[src/rtl/multicycle_ctrl.sv]
// multicycle_ctrl: multicycle MIPS control unit.
// Steps each instruction through fetch/decode/execute/memory/writeback states
// and drives the shared datapath enables and mux selects from the current state.
// Fetch and memory states wait on a req/ack memory handshake.
// Also provides an illegal-opcode trap and a counter of retired instructions.
// Optional build macro: MULTICYCLE_CTRL_BNE_EN adds BNE support and a bne port.
module multicycle_ctrl #(
  parameter int OP_W      = 6,
  parameter int CNT_W     = 32,
  parameter int TRAP_HALT = 1
) (
  input  logic             clk,
  input  logic             rst_n,
  input  logic [OP_W-1:0]  op,
  input  logic             mem_ack,
  output logic             mem_req,
  output logic             iord,
  output logic             irwrite,
  output logic             pcwrite,
  output logic             branch,
  output logic             memwrite,
  output logic             regwrite,
  output logic             regdst,
  output logic             memtoreg,
  output logic             alusrca,
  output logic [1:0]       alusrcb,
  output logic             immzero,
  output logic [2:0]       aluop,
  output logic [1:0]       pcsrc,
  output logic             trap,
  output logic [CNT_W-1:0] instret,
`ifdef MULTICYCLE_CTRL_BNE_EN
  output logic             bne,
`endif
  output logic [3:0]       state_o
);

  typedef enum logic [3:0] {
    S_IDLE   = 4'd0,
    S_FETCH  = 4'd1,
    S_DECODE = 4'd2,
    S_MEMADR = 4'd3,
    S_MEMRD  = 4'd4,
    S_MEMWB  = 4'd5,
    S_MEMWR  = 4'd6,
    S_REXEC  = 4'd7,
    S_ALUWB  = 4'd8,
    S_IEXEC  = 4'd9,
    S_IWB    = 4'd10,
    S_BEQ    = 4'd11,
    S_JUMP   = 4'd12,
    S_TRAP   = 4'd13,
    S_BNE    = 4'd14
  } state_t;

  localparam logic [OP_W-1:0] OP_R    = OP_W'(6'b000000);
  localparam logic [OP_W-1:0] OP_LW   = OP_W'(6'b100011);
  localparam logic [OP_W-1:0] OP_SW   = OP_W'(6'b101011);
  localparam logic [OP_W-1:0] OP_BEQ  = OP_W'(6'b000100);
  localparam logic [OP_W-1:0] OP_BNE  = OP_W'(6'b000101);
  localparam logic [OP_W-1:0] OP_ADDI = OP_W'(6'b001000);
  localparam logic [OP_W-1:0] OP_ANDI = OP_W'(6'b001100);
  localparam logic [OP_W-1:0] OP_ORI  = OP_W'(6'b001101);
  localparam logic [OP_W-1:0] OP_XORI = OP_W'(6'b001110);
  localparam logic [OP_W-1:0] OP_LUI  = OP_W'(6'b001111);
  localparam logic [OP_W-1:0] OP_J    = OP_W'(6'b000010);

  localparam logic [2:0] ALU_ADD   = 3'b000;
  localparam logic [2:0] ALU_SUB   = 3'b001;
  localparam logic [2:0] ALU_FUNCT = 3'b010;
  localparam logic [2:0] ALU_AND   = 3'b011;
  localparam logic [2:0] ALU_OR    = 3'b100;
  localparam logic [2:0] ALU_XOR   = 3'b101;
  localparam logic [2:0] ALU_LUI   = 3'b110;

  // True for the I-type ALU opcodes that share the IEXEC/IWB path.
  function automatic logic is_imm_op(input logic [OP_W-1:0] o);
    return (o == OP_ADDI) || (o == OP_ANDI) || (o == OP_ORI) ||
           (o == OP_XORI) || (o == OP_LUI);
  endfunction

  // ALU operation for an I-type ALU opcode; anything else adds.
  function automatic logic [2:0] imm_aluop(input logic [OP_W-1:0] o);
    logic [2:0] r;
    r = ALU_ADD;
    if (o == OP_ANDI)      r = ALU_AND;
    else if (o == OP_ORI)  r = ALU_OR;
    else if (o == OP_XORI) r = ALU_XOR;
    else if (o == OP_LUI)  r = ALU_LUI;
    return r;
  endfunction

  state_t           state_q, state_d;
  logic [OP_W-1:0]  op_q;
  logic [CNT_W-1:0] instret_q;
  logic             retire;

  // State register; reset aborts any instruction in flight at once.
  always_ff @(posedge clk or negedge rst_n) begin
    if (!rst_n) state_q <= S_IDLE;
    else        state_q <= state_d;
  end

  // Opcode snapshot taken in DECODE so later states do not depend on the IR staying put.
  always_ff @(posedge clk or negedge rst_n) begin
    if (!rst_n)                   op_q <= '0;
    else if (state_q == S_DECODE) op_q <= op;
  end

  // Retired-instruction counter; wraps naturally at 2^CNT_W.
  always_ff @(posedge clk or negedge rst_n) begin
    if (!rst_n)      instret_q <= '0;
    else if (retire) instret_q <= instret_q + CNT_W'(1);
  end

  // Next-state and Moore output decode; only irwrite/pcwrite/memwrite look at mem_ack.
  always_comb begin
    state_d  = state_q;
    retire   = 1'b0;
    mem_req  = 1'b0;
    iord     = 1'b0;
    irwrite  = 1'b0;
    pcwrite  = 1'b0;
    branch   = 1'b0;
    memwrite = 1'b0;
    regwrite = 1'b0;
    regdst   = 1'b0;
    memtoreg = 1'b0;
    alusrca  = 1'b0;
    alusrcb  = 2'b00;
    immzero  = 1'b0;
    aluop    = ALU_ADD;
    pcsrc    = 2'b00;
    trap     = 1'b0;
`ifdef MULTICYCLE_CTRL_BNE_EN
    bne      = 1'b0;
`endif
    case (state_q)
      S_IDLE: state_d = S_FETCH;
      S_FETCH: begin
        mem_req = 1'b1;
        alusrcb = 2'b01;
        irwrite = mem_ack;
        pcwrite = mem_ack;
        if (mem_ack) state_d = S_DECODE;
      end
      S_DECODE: begin
        alusrcb = 2'b11;
        if ((op == OP_LW) || (op == OP_SW)) state_d = S_MEMADR;
        else if (op == OP_R)                state_d = S_REXEC;
        else if (is_imm_op(op))             state_d = S_IEXEC;
        else if (op == OP_BEQ)              state_d = S_BEQ;
        else if (op == OP_J)                state_d = S_JUMP;
`ifdef MULTICYCLE_CTRL_BNE_EN
        else if (op == OP_BNE)              state_d = S_BNE;
`endif
        else                                state_d = S_TRAP;
      end
      S_MEMADR: begin
        alusrca = 1'b1;
        alusrcb = 2'b10;
        state_d = (op_q == OP_LW) ? S_MEMRD : S_MEMWR;
      end
      S_MEMRD: begin
        mem_req = 1'b1;
        iord    = 1'b1;
        if (mem_ack) state_d = S_MEMWB;
      end
      S_MEMWB: begin
        regwrite = 1'b1;
        memtoreg = 1'b1;
        retire   = 1'b1;
        state_d  = S_FETCH;
      end
      S_MEMWR: begin
        mem_req  = 1'b1;
        iord     = 1'b1;
        memwrite = mem_ack;
        if (mem_ack) begin
          retire  = 1'b1;
          state_d = S_FETCH;
        end
      end
      S_REXEC: begin
        alusrca = 1'b1;
        aluop   = ALU_FUNCT;
        state_d = S_ALUWB;
      end
      S_ALUWB: begin
        regwrite = 1'b1;
        regdst   = 1'b1;
        retire   = 1'b1;
        state_d  = S_FETCH;
      end
      S_IEXEC: begin
        alusrca = 1'b1;
        alusrcb = 2'b10;
        aluop   = imm_aluop(op_q);
        immzero = (op_q == OP_ANDI) || (op_q == OP_ORI) ||
                  (op_q == OP_XORI) || (op_q == OP_LUI);
        state_d = S_IWB;
      end
      S_IWB: begin
        regwrite = 1'b1;
        retire   = 1'b1;
        state_d  = S_FETCH;
      end
      S_BEQ: begin
        alusrca = 1'b1;
        aluop   = ALU_SUB;
        branch  = 1'b1;
        pcsrc   = 2'b01;
        retire  = 1'b1;
        state_d = S_FETCH;
      end
`ifdef MULTICYCLE_CTRL_BNE_EN
      // Same datapath controls as BEQ; the datapath inverts zero when bne is set.
      S_BNE: begin
        alusrca = 1'b1;
        aluop   = ALU_SUB;
        branch  = 1'b1;
        bne     = 1'b1;
        pcsrc   = 2'b01;
        retire  = 1'b1;
        state_d = S_FETCH;
      end
`endif
      S_JUMP: begin
        pcwrite = 1'b1;
        pcsrc   = 2'b10;
        retire  = 1'b1;
        state_d = S_FETCH;
      end
      S_TRAP: begin
        trap = 1'b1;
        if (TRAP_HALT == 0) state_d = S_FETCH;
      end
      default: state_d = S_IDLE;
    endcase
  end

  assign instret = instret_q;
  assign state_o = state_q;

endmodule

[config.mk]
export PLATFORM = sky130hd
export DESIGN_NAME = multicycle_ctrl
export DESIGN_NICKNAME = d
export VERILOG_FILES = /design/src/rtl/multicycle_ctrl.sv
export SDC_FILE = /design/constraint.sdc
export NUM_CORES = 1
export LEC_CHECK = 0
export ABC_AREA = 1
export BUFFER_PORTS_ARGS = -buffer_cell sky130_fd_sc_hd__buf_2
export CAP_MARGIN = 20
export CORE_UTILIZATION = 49
export CTS_BUF_LIST = sky130_fd_sc_hd__clkbuf_4 sky130_fd_sc_hd__clkbuf_8 sky130_fd_sc_hd__clkbuf_16
export DETAILED_ROUTE_END_ITERATION = 8
export PLACE_DENSITY = 0.83
export SYNTH_ARGS = -nofsm -noshare
export SYNTH_HDL_FRONTEND = slang
export SYNTH_SLANG_ARGS = --single-unit
[constraint.sdc]
create_clock -name clk -period 1.5 [get_ports clk]
set_input_delay 0.3 -clock clk [delete_from_list [all_inputs] [get_ports clk]]
set_output_delay 0.3 -clock clk [all_outputs]
set_load 0.005 [all_outputs]
[Word level (Yosys, flattened, before mapping)]
Index checks and enable logic that the tools add are counted.
Storage, ports and cells
  flip-flop bits (word level): 42
  input port bits: 9
  output and inout bits: 55
  logic and storage cells: 84
Operators by class
  add/sub/neg operators: 1
  eq/ne operators: 30
  muxes and demuxes: 31
  bitwise operators: 1
  reduce and logical (&&, ||, !) cells: 18
Operators with widths (number)
  6-bit by 4-bit == test with 1-bit output, second input constant: 9
  4-bit case mux with 9 select lines: 1
  32-bit by 1-bit adder with 32-bit output, second input constant: 1
  4-bit == test, second input constant: 6
  4-bit 2-to-1 mux: 5
  6-bit == test, second input constant: 3
  3-bit 2-to-1 mux: 6
  4-bit by 3-bit == test with 1-bit output, second input constant: 4
  1-bit 2-to-1 mux: 13
  3-bit case mux with 3 select lines: 1
  4-bit by 2-bit == test with 1-bit output, second input constant: 2
  1-bit logical OR: 8
  6-bit by 2-bit == test with 1-bit output, second input constant: 1
  6-bit by 3-bit == test with 1-bit output, second input constant: 1
  6-bit logical NOT: 1
  2-bit != test, second input constant: 3
  2-bit case mux with 3 select lines: 1
  3-bit OR reduction: 2
  6-bit OR reduction: 1
  5-bit OR reduction: 1
  4-bit by 1-bit == test with 1-bit output, second input constant: 1
  4-bit logical NOT: 1
  1-bit case mux with 2 select lines: 2
  2-bit case mux with 2 select lines: 1
  5 further kinds: 6

[Logic depth before layout (Yosys ltp)]
Gate-level depths: netlist of run 1.
  depth after elaboration: 9
  mapped depth: 11

[Worst setup path after synthesis of run 1]
No wires, ideal clock.
  kind: reg2out
  from: reg state_q[2] (netlist: state_o[2])
  to: out alusrcb[0]
  arrival: 1.186 ns
  data required time: 1.200 ns
  slack: 0.014 ns
  cell stages (with the launch flop): 7
  cells stage by stage: dfrtp_1 -> buf_2 -> nor2_1 -> inv_1 -> nor2_2 -> inv_1 -> nand2_1
Between the ends
  cells in the longest elaborated chain, start to end: 3
  elaborated cells on any way between the ends: 6
RTL lines
  start: declaration: line 93  | state_t state_q, state_d;
  start signal: assignment: line 101  | else state_q <= state_d;
  4-bit == test / 4-bit by 2-bit == test with 1-bit output (equally long branches): line 138  | case (state_q)
  2-bit OR reduction (no source line)
  2-bit case mux with 3 select lines *: line 138
  end: declaration: line 26  | output logic [1:0] alusrcb,
Mark *: on every way between the ends. The rest lies on a longest branch, timed or not.

[Worst setup path after layout of run 1]
  from: reg state_q[3] (netlist: state_o[3])
  to: out aluop[0]
Between the ends
  cells in the longest elaborated chain, start to end: 2
  elaborated cells on any way between the ends: 4
RTL lines
  4-bit == test / 4-bit by 3-bit == test with 1-bit output (equally long branches): line 138
  3-bit case mux with 3 select lines *: line 138
  end: declaration: line 28  | output logic [2:0] aluop,
Marks and branches as above.

==> metrics, run 1 <==
clk_lat worst skew 0.32 ns; Tot GR Track Use 0.3182; IO buf count 63; clock sinks 42; post-route ant nets 0; CP required about 1.2 ns; largest net degree at the start of global routing 43; total gr overflow 0; CTS root buffer clkbuf_8; row count 27; worst setup margin -0.3072 ns; Final Non-Filler Cells between 600 and 700; WP data arrival ~1.5 ns; CORE AREA ~5600 um^2; kind of critical path reg2out; hold path start op[4]; DP Area about 3600 um^2; wirelength, routed between 10 and 15 mm; Crit. Startpoint state_o[3]; final setup fails 54; io pins 64; worst-path cell chain inv_1 > nor2_4 > nand2_4 > nor3_4 > inv_2 > o21ai_2 > buf_2; Mapped Nets around 480; initial antenna violation count 0; Synth Cell Area between 2000 and 3000 um^2; #FFs+latches synth 42; Design Area, Final 4310 um^2; vias in the first global route approximately 3500; Critical Path Source Type flop; routed len/inst between 15 and 20 um; DIE HEIGHT 78.80 um; TritonCTS Buffers 5; CP Capture Type output port; fmax 553.4 MHz; DR vias around 3700; Die X just under 80 um; fin crit period approximately 1.8 ns; CTS H-tree depth 2; Final HPWL DP 6.148 mm; # placed instances ~640; fillcell total between 300 and 400; outcome finished, violations left; DR vias/cell around 5.6; CTS tree yes; Max VDD drop between 1000 and 1500 uV; Initial Utilization 0.5154; die area around 6200 um^2; sequential share of the synthesized area 0.3636; Iter 0 DRT Violations ~360; pwr dens roughly 1300 nW/um^2; slowest stage delay, CP 0.37 ns; Remaining DRCs 0; Slew HR 0.8050; pre-CTS setup slack -0.04811 ns; Worst Hold Class in2reg; CTS Buffer Depth 2; Clock transition at path regs 0.08 ns; peak fanout along the critical path 3; layout cells sized above 1 0.3826; 1st-pass router iterations 5; unrepaired setup endpoints after global routing yes; clk_skew a little over 0.009 ns; P_leak roughly 2.3 nW; Final GP Congestion 0.9330; # Max-Cap Violations 0; area delta synth->final 49.13%; Syn Area/Cell 6.216 um^2; Yosys cell types 24; first-pass GRT wire length 15.40 mm; reg2reg start state_o[2]; Layout Nets around 600; Slew Viols, Final 0; failing checks setup timing; crit share post-route 1.205; slowest cell on the critical path dfrtp_1; Worst Tran Pin Value roughly 0.29 ns; Post-Synthesis Cells around 470; Antenna Cells 0; final hold viol count 0; yosys warns 0
==> layout by cell type (no fill, tap or decap), drive strengths merged <==
cell	count
dlygate4sd3	1
xor2	11
o21ai	21
nor2	83
inv	50
nand3	27
dfrtp	42
ha	1
xnor2	2
clkinv	6
nor3	2
o2111ai	1
nand2	206
buf	127
a21oi	3
nand4	6
clkbuf	6
nand3b	1
==> cells in the mapped netlist <==
cell type / number / share of area
nand2_1: 201 / 0.26
nor2_1: 77 / 0.10
inv_1: 47 / 0.061
dfrtp_1: 42 / 0.36
nand3_1: 26 / 0.045
o21ai_0: 17 / 0.029
xor2_1: 11 / 0.033
nand4_1: 6 / 0.013
nor2_2: 6 / 0.013
nand2_2: 5 / 0.011
buf_6: 4 / 0.016
o21ai_1: 4 / 0.0069
a21oi_1: 3 / 0.0052
inv_2: 3 / 0.0039
buf_2: 2 / 0.0035
buf_4: 2 / 0.0052
xnor2_1: 2 / 0.0061
ha_1: 1 / 0.0043
inv_4: 1 / 0.0022
nand3_4: 1 / 0.0061
nand3b_1: 1 / 0.0026
nor3_1: 1 / 0.0017
nor3_2: 1 / 0.0035
o2111ai_1: 1 / 0.0030
==> path summary, 6_finish.rpt <==
kind / endpoint / slack (ns) / cells past startpoint
worst max-delay path: aluop[0] / -0.31 / 7
worst min-delay path: op_q[4] / 0.23 / 3
worst max register to register: instret[10] / -0.20 / 11
worst min register to register: op_q[2] / 0.52 / 2
max in group asynchronous: instret[14] / 0.77 / 3
min in group asynchronous: instret[19] / 0.49 / 3
==> stage by stage <==
stage          power [mW]  hold WS (ns)  setup TNS (ns)    util
2_1_floorplan       2.731      0.004409               0       -
3_3_place_gp        3.542        0.2921               0  0.6399
3_5_place_dp        3.594        0.2922         -0.2086  0.6399
4_1_cts             5.012        0.2373          -5.915  0.7100
5_1_grt             6.077        0.2395          -10.81  0.7686
6_report            5.800        0.2308          -8.030  0.7686
==> final cells by class <==
| cell class | count | area (um^2) | share of cell area |
|---|---|---|---|
| clock buffers | 6 | 76.32 | 0.01771 |
| clock inverters | 2 | 13.76 | 0.003193 |
| inverters | 51 | 206.4 | 0.04790 |
| multi-input cells | 364 | 1886 | 0.4374 |
| flip-flops and latches | 42 | 1055 | 0.2447 |
| well taps | 72 | 90.09 | 0.02090 |
| repair buffers | 128 | 934.6 | 0.2168 |
| repair inverters | 3 | 48.80 | 0.01132 |
==> critical path: cells and delay by family, from the launching register on <==
family | cells | cell delay [ns]
and+or+nand+nor | 3 | 0.38
DFF | 1 | 0.37
buffers and inverters | 3 | 0.31
AOI/OAI and AO/OA | 1 | 0.13
==> cells by family (layout without fill, tap and decap cells) <==
family                     Yosys count  after routing  share of synthesized area
DFF                                 42             42                     0.3636
and+or+nand+nor                    325            325                     0.4567
buffers and inverters               59            190                    0.09134
xor gates and xnor gates            13             13                    0.03939
adders and majority gates            1              1                   0.004328
AOI/OAI and AO/OA                   25             25                    0.04459
==> state kept, by name (all words and copies together), names as in the netlist <==
register  cells
instret      32
op_q          6
state_o       4
==> repair_timing <==
item                                   in CTS  in global routing
setup endpoints to repair                  34                 57
endpoints found under the hold margin      42                  0
setup buffers                              11                  8
hold buffers                                1                  0
gates cloned                                2                  3
resized for setup                          53                 90
pin swaps                                   7                 27
==> metal layers <==
layer  track usage  wire length (um)  share of wire  up-vias
met5             0                 0              0        -
met4        0.1537               652          0.062        0
met3       0.05287               855          0.081       76
met2        0.5861              5327           0.50      239
met1        0.3523              3742           0.35     1714
li1              -                 -              -     1684
==> where the power goes <==
group,internal (mW),switching (mW)
sequential,1.33,0.179
combinational,1.50,2.01
clock,0.347,0.436
Note: power is estimated with default switching activity, not from simulation.
==> run 2, diff against run 1 <==
ABC_AREA = not set   (was 1)
CORE_UTILIZATION = 47   (was 49)
==> run 2 against run 1 <==
  * The flow still finishes with violations (setup timing)
  * Utilization rose by 11 points
  * Sequential cell count did not move
  * Global-route usage fell by 1.3 points
  * Largest cell class unchanged
  * Largest power group unchanged
==> metrics, run 2 <==
row count 24; cell mode on critical path or4_4; max reg flops 32; outcome finished, violations left; fin crit period 2.199 ns; CTS tree yes; TritonCTS Buffers 5; slowest stage delay, CP approximately 0.56 ns; Remaining DRCs 0; IO buf count between 60 and 70; CTS Buffer Depth 2; Int Power 3.296 mW; worst-path cell chain nand4_1 > or4_4 > or4_4 > buf_6 > nor4_4 > xor2_1; Layout Nets approximately 400; pre-CTS setup slack -0.6684 ns; CORE AREA between 4000 and 5000 um^2; worst setup margin -0.6991 ns; fmax around 450 MHz; Mapped Nets 253; Post-Synthesis Cells between 200 and 250; Final HPWL DP 4.572 mm; Worst Reg-to-Reg Cells 6; clk_skew about 0.014 ns; kind of critical path reg2reg; crit share post-route 1.466; Max VDD drop roughly 1200 uV; Antenna Cells 0; failing checks setup timing; initial antenna violation count 0; CP required between 1.5 and 2 ns; Design Area, Final a little under 4000 um^2; die area just over 5000 um^2; Initial Utilization 0.5053; setup TNS -18.67 ns; Clock transition at path regs ~0.09 ns; 1st-pass router iterations 4; Critical Path Source Type flop; first-pass GRT wire length between 10 and 15 mm; number of synthesized flops with an enable pin 0; io pins 64; DR vias/cell around 5.8; Hold WS slightly below 0.3 ns; peak fanout along the critical path 2; CTS H-tree depth 2; Hold Path Sink op_q[3]; yosys warns 0; Net Switching 2.035 mW; area delta synth->final 74.16%; Syn Area/Cell 9.366 um^2; Worst Tran Pin Value about 0.47 ns; layout cells sized above 1 0.5861; CP Capture Type flop; routed len/inst between 15 and 20 um; Yosys cell types slightly above 40; Slew HR 0.6839; Slew Viols, Final 0; unrepaired setup endpoints after global routing yes; Synth top cells by count 42 x dfrtp_1, 24 x nor2_1, 23 x nor3_1, 21 x xor2_1, 18 x nand2_1; fillcell total 188; sequential share of the synthesized area 0.4618; final hold viol count 0; # Max-Cap Violations 0; most common cell after layout, fill and taps aside buf_2; Clk pwr share 0.148; reg-to-reg slack, setup -0.70 ns; Async S/R FF share, synth 1.000; P_leak slightly above 2 nW; Die X ~70 um; final setup fails 54; vias in the first global route between 2000 and 3000; wirelength, routed ~8.4 mm; Crit Reg-Reg Endpoint instret[31]; DR vias 2568; largest net degree at the start of global routing 27; hold path cells 2; #FFs+latches synth 42; Synth Cell Area approximately 2300 um^2; post-route ant nets 0; post-synth top area cell dfrtp_1; slowest cell on the critical path or4_4; share of power burned in registers 0.286; total gr overflow 0; top cells by area, synth dfrtp_1 46%, xor2_1 8.1%, nor3_1 5.1%, xnor2_1 4.2%, nor2_1 4.0%; CTS root buffer clkbuf_8; clk_lat worst skew about 0.30 ns; WP data arrival 2.43 ns; clock sinks 42; Post-synth top flop dfrtp_1; Final GP Congestion a little over 0.8; pwr dens 1345 nW/um^2; Comb pwr share 0.566; hold path start op[3]; cell with the most instances after synthesis dfrtp_1; Synth top area share 0.4618; Iter 0 DRT Violations 170; DP Area 3277 um^2; DIE HEIGHT between 70 and 80 um; Worst Hold Class in2reg; Tot GR Track Use 0.3054; register area 1052 um^2; switch share 0.3818; commonest non-fill, non-tap cells in the layout 63 x buf_2, 60 x buf_4, 41 x dfrtp_1, 22 x buf_6, 21 x xor2_1; reg2reg start instret[15]; footprint of the multi-input gates 1608 um^2
## run 2: kinds of logic after synthesis
kind of cell / share of synthesized area
xor+xnor: 0.1303
simple gates: 0.2463
mux: 0.03464
compound gates: 0.07476
flops: 0.4618
buf+inv: 0.04233
fa+ha+maj: 0.009895
## run 2: layout make-up
cell class / count / share of cell area
clock buffers: 6 / 0.02083
clock inverters: 2 / 0.003157
inverters: 12 / 0.01136
multi-input cells: 177 / 0.4056
flip-flops and latches: 42 / 0.2655
well taps: 52 / 0.01641
repair buffers: 150 / 0.2771
## run 2: power by group through the flow
stage,clock (mW),combinational [mW],sequential (mW)
after floorplan,0,1.11,1.56
after global placement,0,2.06,1.51
after detailed placement,0,2.11,1.52
after CTS,0.774,2.56,1.50
after global routing,0.832,3.21,1.54
final,0.790,3.02,1.52
## run 2: timing repair
item | 4_1_cts | 5_1_grt
hold buffers | 1 | 0
pin swaps | 27 | 21
gates resized for setup | 62 | 38
setup buffers | 13 | 16
setup endpoints to repair | 57 | 58
endpoints found under the hold margin | 16 | 0
## run 2: how the worst max path moves through the flow
stage,startpoint,end,slack [ns],cells past startpoint
after floorplan,instret[13],instret[30],-0.79,6
after global placement,instret[14],instret[30],-0.63,5
after detailed placement,instret[16],instret[30],-0.67,5
after CTS,instret[4],instret[31],-0.59,6
after global routing,instret[10],instret[31],-0.73,6
final,instret[15],instret[31],-0.70,6
## run 2: critical path, delay by kind of cell, from the launching register on
family,cells,cell delay [ns]
simple gates,4,1.41
xor+xnor,1,0.19
flops,1,0.38
buf+inv,1,0.14
## run 2: metrics by stage
stage	std cells	util	power [mW]
floorplan	243	-	2.667
global placement	410	0.7275	3.569
detailed placement	410	0.7275	3.633
CTS	431	0.8303	4.840
global route	441	0.8800	5.583
finish	441	0.8800	5.331
## run 2: metal layers
layer | part of all wire | global-route usage | vias up | routed length, um
li1 | - | - | 1136 | -
met1 | 0.38 | 0.3813 | 1263 | 3183
met2 | 0.52 | 0.5312 | 140 | 4380
met3 | 0.061 | 0.04782 | 29 | 513
met4 | 0.034 | 0.1264 | 0 | 280
met5 | 0 | 0 | - | 0
